==> src/rtl/spi_fpu_regfile_ctrl.sv <==
// SPI byte-stream command decoder owning a register file and sequencing an external FPU.
// Compute sequencing runs alongside command decode, so the link can be queried while busy.
module spi_fpu_regfile_ctrl #(
  parameter int NUM_REGS   = 8,
  parameter int DATA_WIDTH = 32
) (
  input  logic                  clock,
  input  logic                  reset,
  input  logic                  active,
  input  logic [7:0]            rx_data,
  input  logic                  rx_valid,
  output logic [7:0]            tx_data,
  output logic                  tx_valid,
  input  logic                  tx_ready,
  output logic                  fpu_in_valid,
  input  logic                  fpu_in_ready,
  output logic [1:0]            fpu_op,
  output logic [DATA_WIDTH-1:0] fpu_a,
  output logic [DATA_WIDTH-1:0] fpu_b,
  input  logic [DATA_WIDTH-1:0] fpu_result,
  input  logic                  fpu_result_valid,
  output logic                  busy
);
  localparam int BYTES = DATA_WIDTH / 8;
  localparam int IW    = $clog2(NUM_REGS);
  localparam logic [3:0] LAST = 4'(BYTES - 1);

  typedef enum logic [2:0] {
    S_IDLE, S_CMD, S_REGID, S_WDATA, S_RDATA, S_STATUS, S_OPERANDS, S_DRAIN
  } state_t;
  typedef enum logic [1:0] {C_IDLE, C_ISSUE, C_WAIT} cstate_t;

  state_t  r_state, w_next;
  cstate_t r_cstate, w_cnext;

  logic [DATA_WIDTH-1:0] r_regs [NUM_REGS];
  logic [7:0]            r_stage [BYTES];
  logic [3:0]            r_cnt;
  logic [IW-1:0]         r_dst, r_srca, r_srcb, r_cdst;
  logic                  r_is_read, r_err, r_done;
  logic [1:0]            r_pend_op, r_op;
  logic [DATA_WIDTH-1:0] r_a, r_b;

  logic                  w_wr_en, w_launch, w_pop, w_set_err, w_result_wr;
  logic [DATA_WIDTH-1:0] w_wvalue, w_rword;
  logic [7:0]            w_rbyte;

  assign busy         = (r_cstate != C_IDLE);
  assign fpu_in_valid = (r_cstate == C_ISSUE);
  assign fpu_op       = r_op;
  assign fpu_a        = r_a;
  assign fpu_b        = r_b;
  assign w_rword      = r_regs[r_dst];

  // Final write value: the byte arriving this cycle completes the staged word.
  always_comb begin
    w_wvalue = '0;
    w_rbyte  = '0;
    for (int unsigned i = 0; i < BYTES; i++) begin
      w_wvalue[i*8 +: 8] = (r_cnt == i[3:0]) ? rx_data : r_stage[i];
      if (r_cnt == i[3:0]) w_rbyte = w_rword[i*8 +: 8];
    end
  end

  always_ff @(posedge clock) begin
    if (reset) begin
      r_state  <= S_IDLE;
      r_cstate <= C_IDLE;
    end else begin
      r_state  <= w_next;
      r_cstate <= w_cnext;
    end
  end

  always_comb begin
    w_next    = r_state;
    w_wr_en   = 1'b0;
    w_launch  = 1'b0;
    w_pop     = 1'b0;
    w_set_err = 1'b0;
    tx_valid  = 1'b0;
    tx_data   = '0;
    case (r_state)
      S_IDLE: if (active) w_next = S_CMD;
      S_CMD: if (rx_valid) begin
        case (rx_data[3:0])
          4'd0, 4'd1: begin
            if (busy) begin
              w_set_err = 1'b1;
              w_next    = S_DRAIN;
            end else begin
              w_next = rx_data[0] ? S_OPERANDS : S_REGID;
            end
          end
          4'd2:    w_next = S_REGID;
          4'd3:    w_next = S_STATUS;
          default: begin
            w_set_err = 1'b1;
            w_next    = S_DRAIN;
          end
        endcase
      end
      S_REGID: if (rx_valid) w_next = r_is_read ? S_RDATA : S_WDATA;
      S_WDATA: if (rx_valid && r_cnt == LAST) begin
        w_wr_en = 1'b1;
        w_next  = S_DRAIN;
      end
      S_RDATA: begin
        tx_valid = 1'b1;
        tx_data  = w_rbyte;
        if (tx_ready && r_cnt == LAST) w_next = S_DRAIN;
      end
      S_STATUS: begin
        tx_valid = 1'b1;
        tx_data  = {5'b0, r_done, r_err, busy};
        if (tx_ready) begin
          w_pop  = 1'b1;
          w_next = S_DRAIN;
        end
      end
      S_OPERANDS: if (rx_valid && r_cnt == 4'd2) begin
        w_launch = 1'b1;
        w_next   = S_DRAIN;
      end
      S_DRAIN: ;
      default: w_next = S_IDLE;
    endcase
    // Losing chip select aborts any partial command without side effects.
    if (!active && r_state != S_IDLE) begin
      w_next    = S_IDLE;
      w_wr_en   = 1'b0;
      w_launch  = 1'b0;
      w_pop     = 1'b0;
      w_set_err = 1'b0;
    end
  end

  always_comb begin
    w_cnext     = r_cstate;
    w_result_wr = 1'b0;
    case (r_cstate)
      C_IDLE:  if (w_launch) w_cnext = C_ISSUE;
      C_ISSUE: if (fpu_in_ready) w_cnext = C_WAIT;
      C_WAIT: if (fpu_result_valid) begin
        w_result_wr = 1'b1;
        w_cnext     = C_IDLE;
      end
      default: w_cnext = C_IDLE;
    endcase
  end

  always_ff @(posedge clock) begin
    if (reset) begin
      for (int unsigned i = 0; i < NUM_REGS; i++) r_regs[i] <= '0;
      for (int unsigned i = 0; i < BYTES; i++) r_stage[i] <= '0;
      r_cnt     <= '0;
      r_dst     <= '0;
      r_srca    <= '0;
      r_srcb    <= '0;
      r_cdst    <= '0;
      r_is_read <= 1'b0;
      r_pend_op <= '0;
      r_op      <= '0;
      r_a       <= '0;
      r_b       <= '0;
      r_err     <= 1'b0;
      r_done    <= 1'b0;
    end else begin
      case (r_state)
        S_CMD: if (rx_valid) begin
          r_is_read <= (rx_data[3:0] == 4'd2);
          r_pend_op <= rx_data[5:4];
          r_cnt     <= '0;
        end
        S_REGID: if (rx_valid) begin
          r_dst <= rx_data[IW-1:0];
          r_cnt <= '0;
        end
        S_WDATA: if (rx_valid) begin
          for (int unsigned i = 0; i < BYTES; i++)
            if (r_cnt == i[3:0]) r_stage[i] <= rx_data;
          r_cnt <= r_cnt + 4'd1;
        end
        S_RDATA: if (tx_ready) r_cnt <= r_cnt + 4'd1;
        S_OPERANDS: if (rx_valid) begin
          if (r_cnt == 4'd0) r_srca <= rx_data[IW-1:0];
          if (r_cnt == 4'd1) r_srcb <= rx_data[IW-1:0];
          r_cnt <= r_cnt + 4'd1;
        end
        default: ;
      endcase
      if (w_launch) begin
        r_a    <= r_regs[r_srca];
        r_b    <= r_regs[r_srcb];
        r_cdst <= rx_data[IW-1:0];
        r_op   <= r_pend_op;
      end
      if (w_wr_en) r_regs[r_dst] <= w_wvalue;
      if (w_result_wr) r_regs[r_cdst] <= fpu_result;
      if (w_set_err) r_err <= 1'b1;
      else if (w_pop) r_err <= 1'b0;
      if (w_result_wr) r_done <= 1'b1;
      else if (w_pop) r_done <= 1'b0;
    end
  end
endmodule

==> config.mk <==
export PLATFORM = sky130hd
export DESIGN_NAME = spi_fpu_regfile_ctrl
export DESIGN_NICKNAME = d
export VERILOG_FILES = /design/src/rtl/spi_fpu_regfile_ctrl.sv
export SDC_FILE = /design/constraint.sdc
export NUM_CORES = 1
export LEC_CHECK = 0
export BUFFER_PORTS_ARGS = -buffer_cell sky130_fd_sc_hd__buf_4
export CAP_MARGIN = 40
export CORE_MARGIN = 1
export CORE_UTILIZATION = 60
export CTS_CLUSTER_SIZE = 8
export DETAILED_ROUTE_END_ITERATION = 16
export GPL_ROUTABILITY_DRIVEN = 0
export PLACE_DENSITY = 0.87
export SYNTH_ARGS = -nofsm -noshare
export SYNTH_HDL_FRONTEND = slang
export SYNTH_SLANG_ARGS = --single-unit
==> constraint.sdc <==
create_clock -name clock -period 4.5 [get_ports clock]
set_clock_uncertainty 0.05 [all_clocks]
set_input_delay 0.225 -clock clock [delete_from_list [all_inputs] [get_ports clock]]
set_output_delay 0.225 -clock clock [all_outputs]
set_load 0.02 [all_outputs]
Word-level counts from Yosys, hierarchy flattened. Memories as Yosys holds them, arrays and structs flattened. A register that Yosys moved wholly into a read port is not among the register bits. Index checks and enable logic that the tools add are counted.

Add/sub/neg operators: 1. $mul: 0. Div/mod/pow operators: 0. Magnitude comparators: 0. Equality and inequality tests: 27. Shift operators: 0. Muxes and demuxes: 89. Bitwise logic cells: 4. Reduce and logical (&&, ||, !) cells: 30.

Operator list (count): two-way mux 8 bit (12); two-way mux 32 bit (2); OR reduction 32 bit (2); two-way mux 1 bit (49); two-way mux 3 bit (14); case mux 3 bit (7 select lines) (1); != test 2 bit (second input constant) (10); == test 4 x 2 -> 1 bit (second input constant) (4); case mux 8 bit (2 select lines) (1); two-way mux 4 bit (3); case mux 4 bit (3 select lines) (1); OR reduction 2 bit (6); == test 3 bit (second input constant) (3); case mux 3 bit (3 select lines) (1); AND reduction 3 bit (3); == test 4 x 1 -> 1 bit (second input constant) (2); logical NOT 4 bit (2); AND reduction 8 bit (1); nonzero test 7 bit (1); == test 3 x 2 -> 1 bit (second input constant) (2); two-way mux 2 bit (3); != test 2 x 1 -> 1 bit (second input constant) (3); case mux 2 bit (3 select lines) (1); nonzero test 2 bit (3); other kinds (13) (21).

Flip-flop bits (word level): 28. Latch bits: 0. Bits in writable memories: 288. Memory bits (read-only): 0. Bits of input ports: 47. Output and inout bits: 77. Word-level logic and storage cells: 165. Memories: 2.

Memories: r_regs (words 8, width 32, rd ports 3, clocked after memory_dff 3, write ports 8, line 36) `logic [DATA_WIDTH-1:0] r_regs [NUM_REGS];`; r_stage (words 4, width 8, rd ports 4, clocked after memory_dff 0, write ports 4, line 37) `logic [7:0] r_stage [BYTES];`.

Longest topological paths before layout. Gate-level depths: netlist (run 1).

Word-level depth: 10. Gate-level depth with buffers: 10. Depth with buffers taken out: 7.

Worst setup path before layout (run 1). OpenSTA, ideal clock, no wires.

Path kind: flip-flop to flip-flop. Start point: register r_cnt[1]. End point: memory r_regs[2][0] (enable). Library setup time: 0.390 ns. Arrival: 2.823 ns. Required time: 4.060 ns. Slack: 1.237 ns. Stages on the path, launching flop included: 10. Clock period less this slack: 3.263 ns. Cell sequence: dfxtp_1 -> ha_1 -> or3b_1 -> buf_6 -> nor3_4 -> nand3b_2 -> or3b_1 -> buf_6 -> buf_8 -> nand2_1.

RTL lines: from (decl) (line 38) `logic [3:0] r_cnt;`; from (signal assigned) (line 182) `r_cnt <= r_cnt + 4'd1;`; from (signal assigned) (line 184) `S_RDATA: if (tx_ready) r_cnt <= r_cnt + 4'd1;`; from (signal assigned) (line 188) `r_cnt <= r_cnt + 4'd1;`; to (decl) (line 36).

==> impl_results.md, run 1 <==
- Fraction of power consumed by sequential logic: 44.5%
- Initial DRC count: 2841
- Net switching power: 2.52 mW
- XOR/XNOR Fraction of Synth Area: 0.117%
- Vias in the first global route: 17900
- Yosys top cell area share: 38.6%
- Initial Util: 61.0%
- Dpl ws: 0.847 ns
- Number of nets with antenna violations after routing: 0
- Worst-skew pair later-pin latency: 0.60 ns
- Post-synthesis simple-gate area fraction: 10.0%
- Largest family of logic cells by synthesized area: multiplexers
- Final Hold Vio Count: 0
- Most frequent cells after synthesis: nand2_1, edfxtp_1, o31ai_1
- HP Class: in -> reg
- Synth warn: 0
- Mux share of post-synthesis cell area: 24.0%
- Largest net degree at the start of global routing: 89
- Run status: completed
- TNS Setup: 0 ns
- Yosys reg bits: 383
- Overflow after GRT: 0
- R2R depth: 7
- Synth Instances: 1877
- Critical R2R Launch: r_cnt[1]
- Max Cap Viol: 0
- Via-to-Cell Ratio: 7.40
- Placed insts: 2313
- DP Wirelength: 44.8 mm
- CP Data Required Time: 4.22 ns
- Post-Synth Adder-Cell Area: 0.224%
- CTS buffer count: 53
- Hold WS: 0.0151 ns
- Sw Share: 27.7%
- CP endpoint: tx_data[7]
- Post-DP Area: 23600 um^2
- Worst Slack Setup Final: 0.600 ns
- HP Start: rx_valid
- Nets: 1997
- Post-synthesis compound-gate area fraction: 13.8%
- Arr. time, crit path: 3.62 ns
- Die Ht: 195 um
- Cell Area, Synth: 22400 um^2
- # IOs: 124
- Setup Crit Path Kind: reg -> out
- Post-route DRC: 0
- Async SR Flop Fraction: 0%
- Die area: 38100 um^2
- Post-synthesis area per instance: 11.9 um^2
- Slew Viols, Final: 0
- Slew HR: 34.1%
- Routed WL per cell: 28.5 um
- Total power: 9.10 mW
- First-pass GRT wire length: 106 mm
- Crit path time final: 3.90 ns
- IO buf count: 123
- Final non-filler cell total: 2453
- Worst setup SP type: flip-flop
- Post-synthesis sequential area ratio: 47.1%
- Yosys cell types: 58
- Initial antenna violation count: 1
- RSZ-0062 raised after global routing: false
- Vias: 18200
- Clk slew on worst S/H paths: 0.06 ns
- Top-count cell post-synth: nand2_1
- Root Driver: clkbuf_16
- PD cells: 357 nW/um^2
- End of the worst register-to-register path: r_regs[2][7]
- Total Routing Usage GR: 37.0%
- Top_reg_cell synth: edfxtp_1
- R2r setup slk: 0.71 ns
- CTS tree: done
- Row count: 70
- Leak pwr: 8.18 nW
- Final setup fails: 0
- Worst setup EP type: output port
- Die width: 195 um
- Fin util: 69.6%
- Post-synth EDFFs: 288
- CTS H-Tree Depth: 2
- Worst Tran Pin Value: 0.961 ns
- Internal power: 6.58 mW
- Crit share post-route: 86.7%
- Core ar.: 36700 um^2
- Final Cell Area: 25500 um^2
- CP Max Fanout: 41
- Achievable Freq: 256 MHz
- Largest area contributor in the netlist: edfxtp_1
- Area growth, synth to finish: 14.0%
- Synth top area cells: edfxtp_1, mux4_2, o31ai_1
- Logic gate share of total power: 14.9%
- Peak supply drop: 0.000285 V
- Sink Count: 383
- Antenna Cells: 0
- WL final: 69.9 mm
- Clock share of power: 40.5%
- 1st-pass router iterations: 7
- Syn Nets: 1928
- Clock buffer depth: 3
- Layout cell share with drive strength beyond 1: 22.5%
-- kinds of logic (layout without fill, tap and decap cells) --
logic type	count (synthesis)	in the layout
and+or+nand+nor	518	518
AOI/OAI and AO/OA	418	418
xor gates and xnor gates	3	3
DFF	383	383
muxes	321	321
buffers and inverters	230	338
adders and majority gates	4	4
-- area by class of cell --
cell class	count	area [um^2]
inverter	8	30.0
sequential	383	10600
timing repair buffer	236	2000
fill	2378	11200
multi-input combinational	1264	10900
clock buffer	94	1480
tap	468	586
-- registers in the layout (all words and copies together), names as in the netlist, named ones only --
| register | count |
|---|---|
| r_cdst | 3 |
| r_cstate | 2 |
| r_dst | 3 |
| fpu_b | 32 |
| r_cnt | 4 |
| r_is_read | 1 |
| fpu_a | 32 |
| r_srca | 3 |
| r_state | 3 |
| r_pend_op | 2 |
| r_regs | 256 |
| r_err | 1 |
| r_stage | 32 |
| r_srcb | 3 |
| fpu_op | 2 |
| r_done | 1 |
-- cell usage in the layout, fill, tap and decap left out, types with 3 or more instances in the layout --
master	netlist	layout
nand2_1	301	301
edfxtp_1	288	288
o31ai_1	257	257
buf_4	0	182
mux4_2	173	173
mux2i_1	146	146
nor2_1	109	103
dfxtp_1	95	86
a211oi_1	83	83
clkbuf_16	0	53
dlygate4sd3_1	0	45
clkbuf_1	130	41
and2_1	30	30
nor2b_1	19	19
a21oi_1	17	17
o21ai_0	12	12
nor3_1	13	11
nand2b_1	9	9
inv_1	8	8
nand3_1	8	8
a31oi_1	7	7
nor2_4	0	6
or3b_1	5	5
a221oi_1	5	5
o32ai_1	5	5
a22oi_1	5	5
dfxtp_2	0	5
or3_1	4	4
o21bai_1	4	4
nor4_1	4	4
ha_1	4	4
dfxtp_4	0	4
buf_12	0	4
nand4b_1	3	3
a311oi_1	3	3
o22ai_1	3	3
o311ai_0	3	3
buf_16	0	3
-- what timing repair did --
item,in CTS,in global routing
hold endpoints to repair,265,0
hold buffers,45,0
setup endpoints to repair,0,0
setup buffers,0,0
gates resized for setup,0,0
-- power groups by stage --
stage	logic, mW	clock network, mW	registers, mW
finish	1.36	3.69	4.05
global route	1.39	3.83	4.06
CTS	1.29	3.68	4.04
detailed placement	1.24	0	4.11
global placement	1.13	0	4.11
floorplan	0.820	0	4.03
-- worst max-delay path, cell delays in order (launching register included) --
cell and delay, ns:
dfxtp_4 0.88, mux4_2 0.62, mux2i_1 0.43, nor3_1 0.13, a211oi_1 0.51, o32ai_1 0.22, buf_4 0.20
-- how the worst min path moves through the flow --
| stage | slack [ns] | depth (start not counted) | endpoint |
|---|---|---|---|
| 2_1_floorplan | 0.32 | 2 | r_pend_op[0] |
| 3_3_place_gp | 0.40 | 2 | fpu_op[1] |
| 3_5_place_dp | 0.41 | 2 | fpu_op[1] |
| 4_1_cts | 0.01 | 3 | r_cnt[3] |
| 5_1_grt | 0.03 | 3 | r_cnt[1] |
| 6_report | 0.02 | 3 | r_cnt[3] |
-- layer usage --
| layer | routed length (um) | global-route usage [%] | part of all wire (%) |
|---|---|---|---|
| met1 | 22300 | 46.7 | 32 |
| met2 | 32300 | 58.8 | 46 |
| met3 | 11100 | 10.0 | 16 |
| met4 | 4220 | 19.5 | 6.0 |
| met5 | 7 | 0 | 0.010 |
Note: power is estimated with default switching activity, not from simulation.
==> run 2, diff against run 1 <==
==> constraint.sdc (replaced) <==
create_clock -name clock -period 4.5 [get_ports clock]
set_clock_uncertainty 0.05 [all_clocks]
set_input_delay 0.675 -clock clock [delete_from_list [all_inputs] [get_ports clock]]
set_output_delay 0.675 -clock clock [all_outputs]
set_load 0.02 [all_outputs]
==> impl_results.md, run 2 (synthesis gave the netlist of run 1 again) <==
- Run status: completed
- DP Wirelength: 44.2 mm
- CTS buffer count: 53
- Die width: 195 um
- Register Area: 10600 um^2
- Peak supply drop: 0.000358 V
- Achievable Freq: 236 MHz
- CTS H-Tree Depth: 2
- CTS tree: done
- Hold Path End: r_cstate[1]
- Largest net degree at the start of global routing: 134
- Multi-input gate area: 10900 um^2
- Sink Count: 383
- Crit path time final: 4.24 ns
- Overflow after GRT: 0
- Top reg by flops: r_regs
- Total Routing Usage GR: 37.4%
- Net switching power: 2.50 mW
- Row count: 70
- Die Ht: 195 um
- Core ar.: 36700 um^2
- Dpl ws: 0.727 ns
- Most frequent cells in the layout: nand2_1, edfxtp_1, o31ai_1
- Initial antenna violation count: 1
- R2r setup slk: 0.71 ns
- Leak pwr: 8.04 nW
- Worst-skew pair later-pin latency: 0.60 ns
- Crit share post-route: 94.2%
- Slew Viols, Final: 0
- Initial DRC count: 3277
- R2R depth: 6
- First-pass GRT wire length: 106 mm
- Post-route DRC: 0
- Worst setup SP type: flip-flop
- TNS Setup: 0 ns
- Number of fill cells in the layout: 2380
- Vias: 18300
- CP Max Fanout: 25
- Worst setup EP type: output port
- IO buf count: 123
- RSZ-0062 raised after global routing: false
- WL final: 71.0 mm
- Clock buffer depth: 3
- End of the worst register-to-register path: r_regs[2][29]
- Root Driver: clkbuf_16
- Number of nets with antenna violations after routing: 0
- Area growth, synth to finish: 12.2%
- # IOs: 124
- Critical R2R Launch: r_state[1]
- Logic gate share of total power: 14.4%
- Worst Hold Depth: 3
- Antenna Cells: 0
- Internal power: 6.62 mW
- Max reg flops: 256
- Routed WL per cell: 29.4 um
- Sw Share: 27.4%
- Most common cell after layout, fill and taps aside: nand2_1
- Final setup fails: 0
- Worst Slack Setup Final: 0.260 ns
- Fraction of power consumed by sequential logic: 44.5%
- Clock share of power: 41.1%
- Arr. time, crit path: 3.52 ns
- HP Start: fpu_in_ready
- Max Cap Viol: 0
- Slew HR: 33.3%
- Initial Util: 61.0%
- Hold-fix buffers, CTS: 0
- Vias in the first global route: 17800
- Post-cts resize count: 0
- Setup Crit Path Kind: reg -> out
- Via-to-Cell Ratio: 7.57
- Worst Tran Pin Value: 0.995 ns
- 1st-pass router iterations: 8
- PD cells: 363 nW/um^2
- CP Data Required Time: 3.77 ns
- Layout cell share with drive strength beyond 1: 23.4%
- HP Class: in -> reg
- Setup bufs post-CTS: 0
- Final Hold Vio Count: 0
- Clk slew on worst S/H paths: 0.05 ns
- Nets: 1959
- Die area: 38100 um^2
run 2: power by group through the flow:
stage / sequential [mW] / combinational, mW / clock, mW
after floorplan: 4.03 / 0.820 / 0
after global placement: 4.10 / 1.13 / 0
after detailed placement: 4.12 / 1.20 / 0
after CTS: 4.06 / 1.22 / 3.75
after global routing: 4.07 / 1.34 / 3.90
final: 4.06 / 1.31 / 3.75
run 2: cell type report:
class,instances,area share [%]
clock buffers,95,6.08
flip-flops and latches,383,42.1
repair buffers,198,6.15
inverters,8,0.120
clock inverters,1,0.0349
multi-input cells,1264,43.2
well taps,468,2.33
run 2: through the flow:
stage	instance area [um^2]	utilization [%]	hold WS (ns)	total power, mW	cells
after floorplan	22400	-	0.381	4.85	1877
after global placement	23400	63.8	0.401	5.24	2303
after detailed placement	23500	64.1	0.410	5.33	2316
after CTS	25100	68.3	0.300	9.03	2412
after global routing	25100	68.5	0.339	9.30	2417
final	25100	68.5	0.309	9.13	2417
run 2: worst max-delay path by stage:
stage | startpoint | to | cells past startpoint
4_1_cts | flip-flop | tx_data[0] | 7
2_1_floorplan | reset | r_regs[1][0] | 8
6_report | flip-flop | tx_data[4] | 6
3_3_place_gp | flip-flop | tx_data[0] | 7
3_5_place_dp | flip-flop | tx_data[0] | 7
5_1_grt | flip-flop | tx_data[0] | 7
run 2: critical path: stages, from the launching register on:
cell and delay, ns:
dfxtp_4 0.72, mux4_2 0.57, mux2i_1 0.30, nor3_1 0.10, a211oi_1 0.80, o32ai_1 0.23
buf_4 0.21
run 2: routing by layer:
metal / track usage (%) / part of all wire [%]
met1: 47.2 / 32
met2: 57.0 / 45
met3: 11.3 / 16
met4: 22.7 / 7.0
met5: 0 / 0.014
